[src/rtl/vram_wr_ctrl.sv]
// vram_wr_ctrl: buffered CPU-to-VRAM port-A write controller with pixel FIFO, fill engine and status register
// Ports: clk, rst (async, active-high); mem_w/addr_bus/data_in CPU store side; rd_data/rd_hit status read;
// busy; vram_we/vram_addr/vram_din registered port-A write. Macro VRAM_WR_RECT_EN enables rectangular fills.
module vram_wr_ctrl #(
  parameter int PIX_W = 12,
  parameter int ADDR_W = 19,
  parameter int FIFO_DEPTH = 8,
  parameter logic [3:0] BASE_NIB = 4'hD
) (
  input  logic              clk,
  input  logic              rst,
  input  logic              mem_w,
  input  logic [31:0]       addr_bus,
  input  logic [31:0]       data_in,
  output logic [31:0]       rd_data,
  output logic              rd_hit,
  output logic              busy,
  output logic              vram_we,
  output logic [ADDR_W-1:0] vram_addr,
  output logic [PIX_W-1:0]  vram_din
);
  localparam int PW = $clog2(FIFO_DEPTH);
  localparam int CW = PW + 1;
  localparam int EW = ADDR_W + PIX_W;
  typedef enum logic {IDLE, FILL} state_t;
  state_t state, state_n;
  logic [EW-1:0] fifo [FIFO_DEPTH];
  logic [EW-1:0] head;
  logic [PW-1:0] wr_ptr, rd_ptr;
  logic [CW-1:0] count, pre_cnt;
  logic [ADDR_W-1:0] fill_addr, fill_len, pend_addr, pend_len, cur, rem;
  logic [PIX_W-1:0] pend_col;
  logic sel, pix_wr, ctl_wr, go_wr, st_wr, go_ok, pop, push, ovf, ovf_set, ovf_clr;
  logic pend, fill_active, last, unused;
`ifdef VRAM_WR_RECT_EN
  logic [15:0] rect_w, stride, pend_w, pend_stride, col_cnt;
  logic [ADDR_W-1:0] row_base;
`endif
  assign sel = addr_bus[31:28] == BASE_NIB;
  assign pix_wr = mem_w & sel & ~addr_bus[27];
  assign ctl_wr = mem_w & sel & addr_bus[27];
  assign go_wr = ctl_wr & (addr_bus[3:2] == 2'd2);
  assign st_wr = ctl_wr & (addr_bus[3:2] == 2'd3);
  assign rd_hit = sel & addr_bus[27] & (addr_bus[3:2] == 2'd3);
  assign fill_active = pend | (state == FILL);
  assign busy = (count != '0) | fill_active;
  assign rd_data = {16'd0, 8'(count), 5'd0, ovf, fill_active, busy};
  // pre_cnt counts entries queued ahead of a pending fill; once it reaches zero, later stores wait for the fill
  assign pop = (state == IDLE) & ((count != '0) | pix_wr) & ~(pend & (pre_cnt == '0));
  assign push = pix_wr & ((count != CW'(FIFO_DEPTH)) | pop);
  // an empty FIFO forwards the incoming store straight to the output register
  assign head = (count == '0) ? {addr_bus[ADDR_W-1:0], data_in[PIX_W-1:0]} : fifo[rd_ptr];
  assign ovf_set = (pix_wr & ~push) | (go_wr & fill_active);
  assign unused = ^{addr_bus[26:ADDR_W], data_in[31:ADDR_W]};
`ifdef VRAM_WR_RECT_EN
  assign go_ok = go_wr & ~fill_active & (fill_len != '0) & (rect_w != '0);
  assign ovf_clr = go_wr & (fill_len == '0) & data_in[2];
  assign last = (rem == ADDR_W'(1)) & (col_cnt == 16'd1);
`else
  assign go_ok = go_wr & ~fill_active & (fill_len != '0);
  assign ovf_clr = st_wr;
  assign last = rem == ADDR_W'(1);
`endif
  always_ff @(posedge clk or posedge rst)
    if (rst) state <= IDLE;
    else state <= state_n;
  always_comb
    state_n = (state == IDLE) ? ((pend && pre_cnt == '0) ? FILL : IDLE) : (last ? IDLE : FILL);
  always_ff @(posedge clk)
    if (push) fifo[wr_ptr] <= {addr_bus[ADDR_W-1:0], data_in[PIX_W-1:0]};
  always_ff @(posedge clk or posedge rst)
    if (rst) begin
      {wr_ptr, rd_ptr, count, pre_cnt} <= '0;
      {fill_addr, fill_len, pend_addr, pend_len, cur, rem, pend_col} <= '0;
      {pend, ovf, vram_we, vram_addr, vram_din} <= '0;
`ifdef VRAM_WR_RECT_EN
      {rect_w, stride, pend_w, pend_stride, col_cnt, row_base} <= '0;
`endif
    end else begin
      if (ctl_wr && addr_bus[3:2] == 2'd0) fill_addr <= data_in[ADDR_W-1:0];
      if (ctl_wr && addr_bus[3:2] == 2'd1) fill_len <= data_in[ADDR_W-1:0];
`ifdef VRAM_WR_RECT_EN
      if (st_wr) {stride, rect_w} <= data_in;
`endif
      ovf <= ~ovf_clr & (ovf | ovf_set);
      wr_ptr <= wr_ptr + PW'(push);
      rd_ptr <= rd_ptr + PW'(pop);
      count <= count + CW'(push) - CW'(pop);
      if (go_ok) begin
        pend <= 1'b1;
        pend_addr <= fill_addr;
        pend_len <= fill_len;
        pend_col <= data_in[PIX_W-1:0];
        pre_cnt <= count - CW'(pop);
`ifdef VRAM_WR_RECT_EN
        pend_w <= rect_w;
        pend_stride <= stride;
`endif
      end else if (state == IDLE && pend) begin
        if (pre_cnt == '0) begin
          pend <= 1'b0;
          cur <= pend_addr;
          rem <= pend_len;
`ifdef VRAM_WR_RECT_EN
          row_base <= pend_addr;
          col_cnt <= pend_w;
`endif
        end else if (pop) pre_cnt <= pre_cnt - CW'(1);
      end else if (state == FILL) begin
`ifdef VRAM_WR_RECT_EN
        if (col_cnt == 16'd1) begin
          col_cnt <= pend_w;
          row_base <= row_base + ADDR_W'(pend_stride);
          cur <= row_base + ADDR_W'(pend_stride);
          rem <= rem - ADDR_W'(1);
        end else begin
          col_cnt <= col_cnt - 16'd1;
          cur <= cur + ADDR_W'(1);
        end
`else
        cur <= cur + ADDR_W'(1);
        rem <= rem - ADDR_W'(1);
`endif
      end
      vram_we <= pop | (state == FILL);
      if (state == FILL) {vram_addr, vram_din} <= {cur, pend_col};
      else if (pop) {vram_addr, vram_din} <= head;
    end
endmodule

[config.mk]
export PLATFORM = sky130hd
export DESIGN_NAME = vram_wr_ctrl
export DESIGN_NICKNAME = d
export VERILOG_FILES = /design/src/rtl/vram_wr_ctrl.sv
export SDC_FILE = /design/constraint.sdc
export NUM_CORES = 1
export LEC_CHECK = 0
export ABC_AREA = 1
export BUFFER_PORTS_ARGS = -buffer_cell sky130_fd_sc_hd__clkbuf_2
export CORE_ASPECT_RATIO = 0.5
export CORE_MARGIN = 3
export CORE_UTILIZATION = 50
export DETAILED_ROUTE_END_ITERATION = 6
export GPL_ROUTABILITY_DRIVEN = 0
export HOLD_SLACK_MARGIN = 0.03
export PLACE_DENSITY_LB_ADDON = 0.25
export SYNTH_ARGS = -nofsm -noshare
export SYNTH_HDL_FRONTEND = slang
export SYNTH_SLANG_ARGS = --single-unit
export TNS_END_PERCENT = 5
[constraint.sdc]
create_clock -name clk -period 5.8 [get_ports clk]
set_input_delay 0 -clock clk [delete_from_list [all_inputs] [get_ports clk]]
set_output_delay 0 -clock clk [all_outputs]
set_load 0.01 [all_outputs]
After elaboration in Yosys (flattened, before gate mapping)

Memory sizes are Yosys's and may differ from the RTL's.
Cells that the tools add are included.
Widths: inputs -> output; s select.

$add $sub $neg: 8
Equal/unequal tests: 8
Bitwise logic cells: 30
Reduce and logical (&&, ||, !) cells: 17
Mux-type cells: 23

Operators with widths:

| operator              | number |
|---|---|
| $mux 19               | 8 |
| $mux 31               | 1 |
| $mux 12               | 2 |
| $add 19x1->19 const B | 1 |
| $eq 19x1->1 const B   | 1 |
| $reduce_bool 19->1    | 1 |
| $sub 19x1->19 const B | 1 |
| $and 1x1->1           | 16 |
| $mux 4                | 4 |
| $reduce_bool 2->1     | 5 |
| $logic_not 4->1       | 2 |
| $mux 1                | 8 |
| $sub 4x1->4           | 2 |
| $not 1->1             | 7 |
| $or 1x1->1            | 7 |
| $add 3x1->3           | 2 |
| $reduce_and 3->1      | 2 |
| $add 4x1->4           | 1 |
| $eq 2x2->1 const B    | 2 |
| $eq 4x4->1 const B    | 1 |
| $logic_and 1x1->1     | 4 |
| $ne 2x2->1 const B    | 2 |
| $ne 4x4->1 const B    | 1 |
| $reduce_bool 4->1     | 1 |
| other kinds (4)       | 4 |

Logic and storage cells: 104
Input port bits: 67
Memory bits (writable): 248
Output and inout port bits: 66
Memories: 1
Register bits: 175

Memories:

| name | words | width | rd ports | clocked after memory_dff | wr ports | line | source |
|---|---|---|---|---|---|---|---|
| fifo | 8     | 31    | 1        | 0                        | 1        | 27   | `logic [EW-1:0] fifo [FIFO_DEPTH];` |

Longest topological paths before layout

Depth after elaboration: 13
Depth in mapped cells: 17
Mapped depth without buffers: 16

Worst setup path after synthesis

Ideal clock, no wire load.

Path kind: reg-to-reg
From: register count[2]
To: memory fifo[0][0] (netlist name) (enable)
Setup slack: 2.584 ns
Path buffers: 0
Stages on the path, launching flop included: 10
Arrival: 2.797 ns
Setup time: 0.419 ns
Path through: dfrtp_1 > inv_1 > ha_1 > nand3_1 > inv_1 > nand2_1 > nand2_4 > a21oi_2 > nand2_1 > nor2_1

Word-level cells in the longest chain between the ends: 8
Elaborated cells between the ends (all ways): 9

Ends and longest elaborated chain:

| what                             | line | source |
|---|---|---|
| from (decl)                      | 30   | `logic [CW-1:0] count, pre_cnt;` |
| from (signal assigned)           | 88   | `count <= count + CW'(push) - CW'(pop);` |
| $reduce_bool 4->1                | 49   | `assign pop = (state == IDLE) & ((count != '0) \| pix_wr) & ~(pend & (pre_cnt == '0));` |
| $or 1x1->1                       | 49   |  |
| $and 1x1->1 (2 in a row)         | 49   |  |
| $or 1x1->1 (*)                   | 50   | `assign push = pix_wr & ((count != CW'(FIFO_DEPTH)) \| pop);` |
| $and 1x1->1 (*)                  | 50   |  |
| $mux 1 (*)                       | 70   | `if (push) fifo[wr_ptr] <= {addr_bus[ADDR_W-1:0], data_in[PIX_W-1:0]};` |
| $mux 1 (implied by the code) (*) | 70   |  |
| to (decl)                        | 27   |  |

Mark *: on every way between the ends. The rest lies on a longest branch, timed or not.

Worst setup path in the final report

From: register state
To: memory fifo[7][22] (netlist name) (enable)

Word-level cells in the longest chain between the ends: 7

Ends and longest elaborated chain:

| what                         | line | source |
|---|---|---|
| from (decl)                  | 26   | `state_t state, state_n;` |
| from (signal assigned)       | 66   | `else state <= state_n;` |
| $not 1->1                    | 49   |  |
| $and 1x1->1 (2 in a row)     | 49   |  |
| $or 1x1->1                   | 50   |  |
| $and 1x1->1                  | 50   |  |
| $mux 1                       | 70   |  |
| $mux 1 (implied by the code) | 70   |  |

No other way between the ends.

==> reports/results.env <==
TOTAL_POWER_mW=6.024
ROUTE.FINAL.WIRE_LENGTH_UM=44970
CTS_MADE_BUFFERS=38
FINISH.UTILIZATION_PCT=57.56
POST_CTS_RESIZE_COUNT=0
PLACE.PORT_BUFFERS=86
ANTENNA_FOUND_INITIAL=1
HOLD_CLASS='input port to flip-flop'
CTS.REPORTEDPATHS.CLKPINSLEW_NS=0.06
NUMBER_OF_NETS_WITH_ANTENNA_VIOLATIONS_AFTER_DETAILED_ROUTING=0
CLOCK_POWER_SHARE_PCT=40.0
DRT-VIAS-PER-INSTANCE=5.363
LAYOUT_COMMON_CELLS='nand2_1, edfxtp_1, nand3_1, nor2_1, dfrtp_1'
FLOORPLAN.CORE_AREA_MM2=0.03636
YOSYS.CELL_TYPES.COUNT=40
SWITCHING_POWER_mW=1.347
GR-TOTAL-OVERFLOW=0
INSERTION_DELAY_NS=0.53
CRIT_REQUIRED_NS=5.95
UNREPAIRED_SETUP_ENDPOINTS_AFTER_GLOBAL_ROUTING='false'
SYNTHESIS.AREA_PER_INSTANCE_UM2=9.582
GRT_FIRST_PASS_WIRELENGTH_UM=71260
CTS_TREE='built'
PLACE_WS_NS=1.589
TRACK_USAGE_PCT=22.91
DRT-PASS1-ITER-COUNT=6
POWER_DENSITY_mW_PER_MM2=287.9
WIRE_PER_INST_UM=17.69
P_INT_mW=4.676
SEQ_POWER_SHARE_PCT=54.5
FLOORPLAN.INITIALDENSITY_PCT=51.40
LAYOUT.CELLS.MOST_COMMON='nand2_1'
POSTCTSSETUPBUFFERS=0
FINAL.SETUP.TNS_NS=0
SEQUENTIAL_CELL_AREA_MM2=0.01183
R2R_WORST_PATH_DEPTH=7
CLOCK_TREE.BUFFER_DEPTH=3
WORST-SLEW-PIN-TRANSITION_NS=1.162
RELSLEWSLACK_PCT=22.38
FLOORPLAN.DIE.WIDTH_UM=279.4
FIN_NETS=2118
TIMING.MAX_CAP.VIOLATIONS=0
CRITICAL_PATH_CLASS='flip-flop to flip-flop'
CLOCK_TREE.ROOT_CELL='clkbuf_16'
LAYOUT-AREA-OVERHEAD-VS-SYNTH_PCT=11.99
WORSTSETUPSTARTPOINTTYPE='flip-flop'
CTS-HOLD-FIX-BUFFERS=44
DESIGN_AREA_MM2=0.02093
NUMBER_OF_REGISTER_BITS_INFERRED_BY_SYNTHESIS=423
FP-ROW-COUNT=49
WORSTSETUPENDPOINTTYPE='flip-flop'
R2R-END='fifo[7][22]$_DFFE_PP_'
RR_STARTPOINT='state$_DFF_PP0_'
POST-PLACE-CELLS=2433
TIMING.CLOCK.SKEW_NS=0.009295
WORST-PATH-MAX-FANOUT=45
POSTSYNTHCELLCOUNT=1950
VDD.IR_DROP.WORST_mV=0.1457
IOPINCOUNT=133
MULTI_INPUT_AREA_MM2=0.005838
FIN_HOLD_WS_NS=0.07670
FIN_CRIT_SH_PCT=72.95
STATUS='completed'
REG2REG_SLACK_NS=1.57
VIAS=13630
HOLDPATHSTAGES=9
FIRST_GLOBAL_VIAS=13080
DP.FINAL_HPWL_UM=27020
DIEHEIGHT_UM=142.7
WORST_MIN_DELAY_PATH_STARTPOINT='addr_bus[28]'
MAXSLEWVIOLCOUNT=0
HOLD_END='pre_cnt[2]$_DFFE_PP0P_'
MIN_SETUP_SLACK_POST_ROUTE_NS=1.569
YOSYSSEQAREASHARE_PCT=63.29
DRT_ITER0_MARKERS=1226
MAX_FREQ_GHz=0.2364
PERIOD_MINUS_SLACK_NS=4.231
GRT_MAX_DEGREE=107
DIE_AREA_MM2=0.03987
LAYOUTNONFILLERINSTCOUNT=2542
P_SW_SHARE_PCT=22.37
DPL_CELL_AREA_MM2=0.01934
HTREE_NUM_LEVELS=2
FINALSETUPVIOLATIONS=0
WORST_SETUP_PATH_STARTPOINT='state$_DFF_PP0_'
YS.WARNINGS.COUNT=0
POWER_FRAC_COMB_PCT=5.6
WORST-ENDPOINT-ARRIVAL_NS=4.38
FILL_CELLS=3099
CLOCK_SINK_COUNT=423
PROPORTION_OF_LAYOUT_CELLS_WITH_A_DRIVE_SUFFIX_ABOVE_1_PCT=8.799
POWER.STATIC_LEAKAGE_nW=8.934
SYN-CELL-AREA_MM2=0.01869
REMAINING_DRC_ERRORS=0
TIMING_HOLD_VIOLATIONS_FINAL=0
power groups by stage:
stage               clock network [mW]  logic (mW)  registers, mW
global route                      2.56       0.381           3.28
CTS                               2.45       0.337           3.28
detailed placement                   0       0.313           3.34
finish                            2.41       0.336           3.28
floorplan                            0       0.190           3.34
global placement                     0       0.309           3.34
cells in the mapped netlist (all sizes together):
library cell / number / share of area [%]
a21oi: 48 / 1.3
nor3: 7 / 0.19
o22ai: 5 / 0.17
o221ai: 1 / 0.047
ha: 17 / 1.1
conb: 1 / 0.020
nand2: 531 / 11
fa: 1 / 0.11
xnor2: 1 / 0.047
dfrtp: 175 / 23
nand3b: 2 / 0.080
or2: 3 / 0.10
o2bb2ai: 1 / 0.047
clkbuf: 47 / 0.94
nand4: 9 / 0.30
a31oi: 1 / 0.034
nand3: 240 / 6.4
clkinv: 1 / 0.020
inv: 142 / 2.9
nor2: 201 / 4.1
a22oi: 1 / 0.040
nor4: 1 / 0.034
o211ai: 6 / 0.24
buf: 77 / 2.5
nor3b: 1 / 0.040
edfxtp: 248 / 40
o21ai: 171 / 4.6
xor2: 11 / 0.52
logic make-up (layout without fill, tap and decap cells):
kind of cell	count (synthesis)	count (layout)	synth area share [%]
buffers and inverters	267	350	6.294
AOI/OAI and AO/OA	234	234	6.482
other	1	26	0.02007
and+or+nand+nor	995	995	22.10
adders and majority gates	18	18	1.245
xor gates and xnor gates	12	12	0.5625
DFF	423	423	63.29
worst max-delay path, cell delays in order (launching register included):
cell	delay (ns)
dfrtp_1	0.38
inv_2	0.49
nand2_4	0.44
inv_2	0.57
nand2_4	0.33
a21oi_2	0.36
nand2_1	0.30
nor2_4	0.95
layout make-up:
type | count | area share, %
tap | 484 | 2.894
sequential | 423 | 56.54
clock inverter | 13 | 0.5561
timing repair buffer | 143 | 4.628
inverter | 143 | 2.589
multi-input combinational | 1284 | 27.90
antenna | 1 | 0.01196
clock buffer | 51 | 4.879
registers in the layout (all words and copies together), names as in the netlist, 12 cells and up:
| signal | flops |
|---|---|
| fill_len | 19 |
| pend_addr | 19 |
| vram_addr | 19 |
| vram_din | 12 |
| pend_len | 19 |
| fill_addr | 19 |
| rem | 19 |
| cur | 19 |
| pend_col | 12 |
| fifo | 248 |
worst max path at each step:
stage,endpoint,cells past startpoint
6_report,fifo[7][22]$_DFFE_PP_,7
5_1_grt,fifo[7][16]$_DFFE_PP_,7
4_1_cts,fifo[7][26]$_DFFE_PP_,7
3_5_place_dp,fifo[7][25]$_DFFE_PP_,7
3_3_place_gp,fifo[7][26]$_DFFE_PP_,7
2_1_floorplan,count[0]$_DFF_PP0_,1
layer usage:
layer | share of wire (%) | global-route usage [%] | up-vias
met5 | 0 | 0 | -
met4 | 2.1 | 6.229 | 0
met3 | 6.8 | 4.117 | 77
met2 | 46 | 37.16 | 414
met1 | 45 | 32.30 | 6561
li1 | - | - | 6581
(Power assumes the default switching activity.)
